### src/rtl/serial_byte_loader_if.sv
// Serial line in, parallel byte plus status pulses out, for the serial byte loader.
interface serial_byte_loader_if #(
    parameter int WIDTH = 8
);
    logic             sin;
    logic [WIDTH-1:0] data_out;
    logic             load;
    logic             ferr;
    logic             busy;

    modport master (output sin, input data_out, load, ferr, busy);
    modport slave  (input sin, output data_out, load, ferr, busy);
endinterface

### src/rtl/serial_byte_loader.sv
// Start/stop-framed serial receiver feeding an 8-bit register: data_out drives DATA, load drives ENA.
module serial_byte_loader #(
    parameter int WIDTH        = 8,
    parameter int CLKS_PER_BIT = 4
) (
    input  logic                 clk,
    input  logic                 rst,
    serial_byte_loader_if.slave  bus
);
    localparam int CW = (CLKS_PER_BIT > 2) ? $clog2(CLKS_PER_BIT) : 1;
    localparam int BW = (WIDTH > 2) ? $clog2(WIDTH) : 1;
    localparam logic [CW-1:0] HALF_LAST = CW'((CLKS_PER_BIT / 2) - 1);
    localparam logic [CW-1:0] BIT_LAST  = CW'(CLKS_PER_BIT - 1);
    localparam logic [BW-1:0] DATA_LAST = BW'(WIDTH - 1);

    typedef enum logic [2:0] {
        IDLE      = 3'd0,
        START     = 3'd1,
        DATA      = 3'd2,
        STOP      = 3'd3,
        WAIT_IDLE = 3'd4
    } state_t;

    state_t           state_r, state_s;
    logic             sync1_r, sync2_r;
    logic             sin_s;
    logic [CW-1:0]    cyc_r, cyc_s;
    logic [BW-1:0]    bit_r, bit_s;
    logic [WIDTH-1:0] shift_r, shift_s;
    logic [WIDTH-1:0] data_out_r, data_out_s;
    logic             load_r, load_s;
    logic             ferr_r, ferr_s;
    logic             busy_r, busy_s;

    assign sin_s = sync2_r;

    // State, counters, shift register, synchroniser and registered outputs.
    always_ff @(posedge clk) begin
        if (!rst) begin
            state_r    <= IDLE;
            sync1_r    <= 1'b1;
            sync2_r    <= 1'b1;
            cyc_r      <= '0;
            bit_r      <= '0;
            shift_r    <= '0;
            data_out_r <= '0;
            load_r     <= 1'b0;
            ferr_r     <= 1'b0;
            busy_r     <= 1'b0;
        end else begin
            state_r    <= state_s;
            sync1_r    <= bus.sin;
            sync2_r    <= sync1_r;
            cyc_r      <= cyc_s;
            bit_r      <= bit_s;
            shift_r    <= shift_s;
            data_out_r <= data_out_s;
            load_r     <= load_s;
            ferr_r     <= ferr_s;
            busy_r     <= busy_s;
        end
    end

    // Next-state logic; every sample point is the last count of a half or full bit period.
    always_comb begin
        state_s    = state_r;
        cyc_s      = cyc_r + CW'(1);
        bit_s      = bit_r;
        shift_s    = shift_r;
        data_out_s = data_out_r;
        load_s     = 1'b0;
        ferr_s     = 1'b0;
        case (state_r)
            IDLE: begin
                cyc_s = '0;
                if (!sin_s) begin
                    state_s = START;
                end else begin
                    state_s = IDLE;
                end
            end
            START: begin
                if (cyc_r == HALF_LAST) begin
                    cyc_s = '0;
                    bit_s = '0;
                    if (sin_s) begin
                        state_s = IDLE;
                    end else begin
                        state_s = DATA;
                    end
                end else begin
                    state_s = START;
                end
            end
            DATA: begin
                if (cyc_r == BIT_LAST) begin
                    cyc_s   = '0;
                    shift_s = {sin_s, shift_r[WIDTH-1:1]};
                    if (bit_r == DATA_LAST) begin
                        state_s = STOP;
                    end else begin
                        bit_s = bit_r + BW'(1);
                    end
                end else begin
                    state_s = DATA;
                end
            end
            STOP: begin
                if (cyc_r == BIT_LAST) begin
                    cyc_s = '0;
                    if (sin_s) begin
                        data_out_s = shift_r;
                        load_s     = 1'b1;
                        state_s    = IDLE;
                    end else begin
                        ferr_s  = 1'b1;
                        state_s = WAIT_IDLE;
                    end
                end else begin
                    state_s = STOP;
                end
            end
            WAIT_IDLE: begin
                // A line stuck low must return high before any new start bit counts.
                cyc_s = '0;
                if (sin_s) begin
                    state_s = IDLE;
                end else begin
                    state_s = WAIT_IDLE;
                end
            end
            default: begin
                state_s = IDLE;
                cyc_s   = '0;
            end
        endcase
        busy_s = (state_s != IDLE);
    end

    assign bus.data_out = data_out_r;
    assign bus.load     = load_r;
    assign bus.ferr     = ferr_r;
    assign bus.busy     = busy_r;
endmodule

### src/flat_wrapper.sv
// flat-port wrapper written by rule: the top's interface ports become plain ports
module serial_byte_loader_flat 
#(
    parameter int WIDTH        = 8,
    parameter int CLKS_PER_BIT = 4
)
  (clk, rst, bus_sin, bus_data_out, bus_load, bus_ferr, bus_busy);
  serial_byte_loader_if #(.WIDTH(WIDTH)) bus_i ();
  input  logic clk;
  input  logic rst;
  input wire logic [$bits(bus_i.sin)-1:0] bus_sin;
  output wire logic [$bits(bus_i.data_out)-1:0] bus_data_out;
  output wire logic [$bits(bus_i.load)-1:0] bus_load;
  output wire logic [$bits(bus_i.ferr)-1:0] bus_ferr;
  output wire logic [$bits(bus_i.busy)-1:0] bus_busy;
  assign bus_i.sin = bus_sin;
  assign bus_data_out = bus_i.data_out;
  assign bus_load = bus_i.load;
  assign bus_ferr = bus_i.ferr;
  assign bus_busy = bus_i.busy;
  serial_byte_loader #(.WIDTH(WIDTH), .CLKS_PER_BIT(CLKS_PER_BIT)) u_core (.clk(clk), .rst(rst), .bus(bus_i));
endmodule
### config.mk
export PLATFORM = sky130hd
export DESIGN_NAME = serial_byte_loader_flat
export DESIGN_NICKNAME = d
export VERILOG_FILES = /design/src/rtl/serial_byte_loader_if.sv /design/src/rtl/serial_byte_loader.sv /design/src/flat_wrapper.sv
export SDC_FILE = /design/constraint.sdc
export NUM_CORES = 1
export LEC_CHECK = 0
export ABC_AREA = 1
export BUFFER_PORTS_ARGS = -buffer_cell sky130_fd_sc_hd__buf_4
export CELL_PAD_IN_SITES_DETAIL_PLACEMENT = 0
export CELL_PAD_IN_SITES_GLOBAL_PLACEMENT = 1
export CORE_ASPECT_RATIO = 0.8
export CORE_UTILIZATION = 31
export DETAILED_ROUTE_END_ITERATION = 7
export GPL_ROUTABILITY_DRIVEN = 0
export PLACE_DENSITY_LB_ADDON = 0.1
export SLEW_MARGIN = 20
export SYNTH_ARGS = -nofsm -noshare
export SYNTH_HDL_FRONTEND = slang
export SYNTH_SLANG_ARGS = --single-unit
export TNS_END_PERCENT = 1
### constraint.sdc
create_clock -name clk -period 3.6 [get_ports clk]
set_input_delay 0.54 -clock clk [delete_from_list [all_inputs] [get_ports clk]]
set_output_delay 0.54 -clock clk [all_outputs]
set_load 0.005 [all_outputs]
==> results.sh <==
export IMPL_vdd_drop_max_mv=0.199
export IMPL_syn_nets=159
export IMPL_drive_above_1_share_pct=20.8
export IMPL_clockBufferDepth=2
export IMPL_dp_hpwl_mm=1.66
export IMPL_final_cells=223
export IMPL_firstDrtPassIters=4
export IMPL_overflow=0
export IMPL_r2r_slack_ns=1.94
export IMPL_wire_per_inst_um=10.5
export IMPL_drv_slew=0
export IMPL_cp_num_buf_inv=2
export IMPL_synthCells=151
export IMPL_ys_flop_type="dfxtp_1"
export IMPL_htreeDepth=2
export IMPL_cap_violations=0
export IMPL_min_path_type="reg -> reg"
export IMPL_fillers=415
export IMPL_drtIter0Drc=31
export IMPL_fmax_mhz=603
export IMPL_grt_max_degree=21
export IMPL_final_util_pct=38.7
export IMPL_rsz0062_at_grt="false"
export IMPL_cts_tree="yes"
export IMPL_fin_crit_ns=1.66
export IMPL_synthToLayoutAreaGrowth_pct=19.3
export IMPL_critical_path_top_delay_family="simple AND/OR/NAND/NOR gates"
export IMPL_postCtsSetupBuffers=0
export IMPL_io_pins=14
export IMPL_grt_antenna_before_repair=0
export IMPL_postRouteAntennaNets=0
export IMPL_arrival_ns=1.83
export IMPL_layout_commonest_cell="dfxtp_1"
export IMPL_synth_largest_area_cell="dfxtp_1"
export IMPL_grt_pass1_vias=867
export IMPL_die_y_um=58.2
export IMPL_track_usage_pct=12.6
export IMPL_yosysWarnings=0
export IMPL_drc=0
export IMPL_timing_rr_start="u_core.cyc_r[0]"
export IMPL_timing_slew_headroom_pct=74.9
export IMPL_die_w_um=72.3
export IMPL_ys_top_cells_by_area="dfxtp_1 (47%), inv_1 (6.7%), nor2_1 (6.4%), o21ai_0 (6.1%), ha_1 (5.1%)"
export IMPL_ys_types=26
export IMPL_diodes=0
export IMPL_power_density_nw_per_um2=450
export IMPL_path_max_fanout=11
export IMPL_final_cell_mix="dfxtp_1 (29), inv_1 (22), nor2_1 (21)"
export IMPL_finalClockSkew_ns=0.00375
export IMPL_critPathCaptureType="register"
export IMPL_hp_start="u_core.sync1_r"
export IMPL_core_sq_um=3780
export IMPL_vias=942
export IMPL_tightest_slew_ns=0.377
export IMPL_leakagePower_nw=0.643
export IMPL_synth_seq_area_share_pct=47.4
export IMPL_ctsResizeCount=0
export IMPL_outcome="finished clean"
export IMPL_synthArstFlopShare_pct=0
export IMPL_cts_buffers=5
export IMPL_syn_area_per_cell_sq_um=8.11
export IMPL_hold_viol=0
export IMPL_hold_path_depth=1
export IMPL_ctsHoldBuffers=0
export IMPL_synth_edf_count=0
export IMPL_r2r_end="u_core.shift_r[5]"
export IMPL_drt_vias_per_instance=4.22
export IMPL_fp_row_count=20
export IMPL_cts_sinks=29
export IMPL_min_to="u_core.sin_s"
export IMPL_cpMaxStageDelayCell="dfxtp_1"
export IMPL_io_buffers=13
export IMPL_clock_root_buffer="clkbuf_8"
export IMPL_clk_latency_ns=0.27
export IMPL_clk_pin_slew_ns=0.06
export IMPL_tns_ns=0
export IMPL_finalSetupViolations=0
export IMPL_worstPathCellList="ha_1, inv_1, nor2_2, inv_1, nor2_1, nor2_1"
export IMPL_dpl_cell_count=215
export IMPL_drt_wl_total_mm=2.33
export IMPL_r2r_cells=6
export IMPL_start_util_pct=32.4
export IMPL_synth_top_area_share_pct=47.4
export IMPL_final_nets=175
export IMPL_cp_required_ns=3.77
export IMPL_grt_pass1_wl_mm=4.00
export IMPL_yosys_register_bits=29
export IMPL_holdWs_ns=0.424
export IMPL_die_area_sq_um=4210
export IMPL_max_stage_delay_ns=0.38
export IMPL_min_period_over_period_pct=46.1
export IMPL_critical_path_class="reg -> reg"
export IMPL_syn_area_sq_um=1220
export IMPL_start_kind="register"
## flip-flops by register name, summed over array words and instances (netlist names)
name and count:
u_core.bus.data_out 8, u_core.bit_r 3, u_core.cyc_r 2, u_core.bus.busy 1, u_core.sync1_r 1, u_core.state_r 3, u_core.bus.load 1, u_core.bus.ferr 1
u_core.sin_s 1, u_core.shift_r 8
## stage by stage
stage | setup WS (ns) | area, sq um | power [mW]
6_report | 1.94 | 1460 | 0.658
5_1_grt | 1.75 | 1460 | 0.691
4_1_cts | 1.95 | 1460 | 0.669
3_5_place_dp | 1.97 | 1360 | 0.377
3_3_place_gp | 2.03 | 1360 | 0.378
2_1_floorplan | 2.38 | 1220 | 0.365
## report_power, final
group	total (mW)	internal, mW	switching (mW)
sequential	0.332	0.327	0.00516
clock	0.288	0.172	0.116
combinational	0.0381	0.0136	0.0245
## cell families after synthesis
logic type	Yosys count	share of synthesized area, %
AO/OA/AOI/OAI	33	14.5
buffers and inverters	28	9.91
AND/OR/NAND/NOR	56	23.1
flip-flops	29	47.4
adder cells (fa/ha/maj)	5	5.11
## Yosys cell counts, drive strengths merged, types with 2 or more instances
library cell / number
a21oi: 13
a31oi: 2
nand4: 3
nor2: 24
o21ai: 17
inv: 23
clkbuf: 2
ha: 5
or2: 2
dfxtp: 29
nand2: 15
nand3: 11
buf: 2
## how the worst max path moves through the flow
| stage | from | to | cells after the start |
|---|---|---|---|
| floorplan | u_core.cyc_r[0] | u_core.bus.busy | 8 |
| global placement | u_core.cyc_r[0] | u_core.shift_r[4] | 6 |
| detailed placement | u_core.cyc_r[0] | u_core.shift_r[5] | 6 |
| CTS | u_core.cyc_r[0] | u_core.shift_r[5] | 6 |
| global route | u_core.cyc_r[0] | u_core.shift_r[5] | 6 |
| finish | u_core.cyc_r[0] | u_core.shift_r[5] | 6 |
## per-layer routing
| metal | GRT usage, % | vias up | part of all wire [%] |
|---|---|---|---|
| li1 | - | 521 | - |
| met1 | 17.5 | 402 | 55 |
| met2 | 17.4 | 14 | 40 |
| met3 | 4.70 | 5 | 3.5 |
| met4 | 5.04 | 0 | 1.2 |
| met5 | 0 | - | 0 |
## area by class of cell
cell class	count	area (sq um)	share of cell area [%]
inverters	24	90.1	6.16
well taps	55	68.8	4.71
repair buffers	13	97.6	6.68
clock inverters	1	5.00	0.342
clock buffers	7	96.3	6.59
multi-input cells	94	523	35.8
flip-flops and latches	29	581	39.7
(Power assumes the default switching activity.)
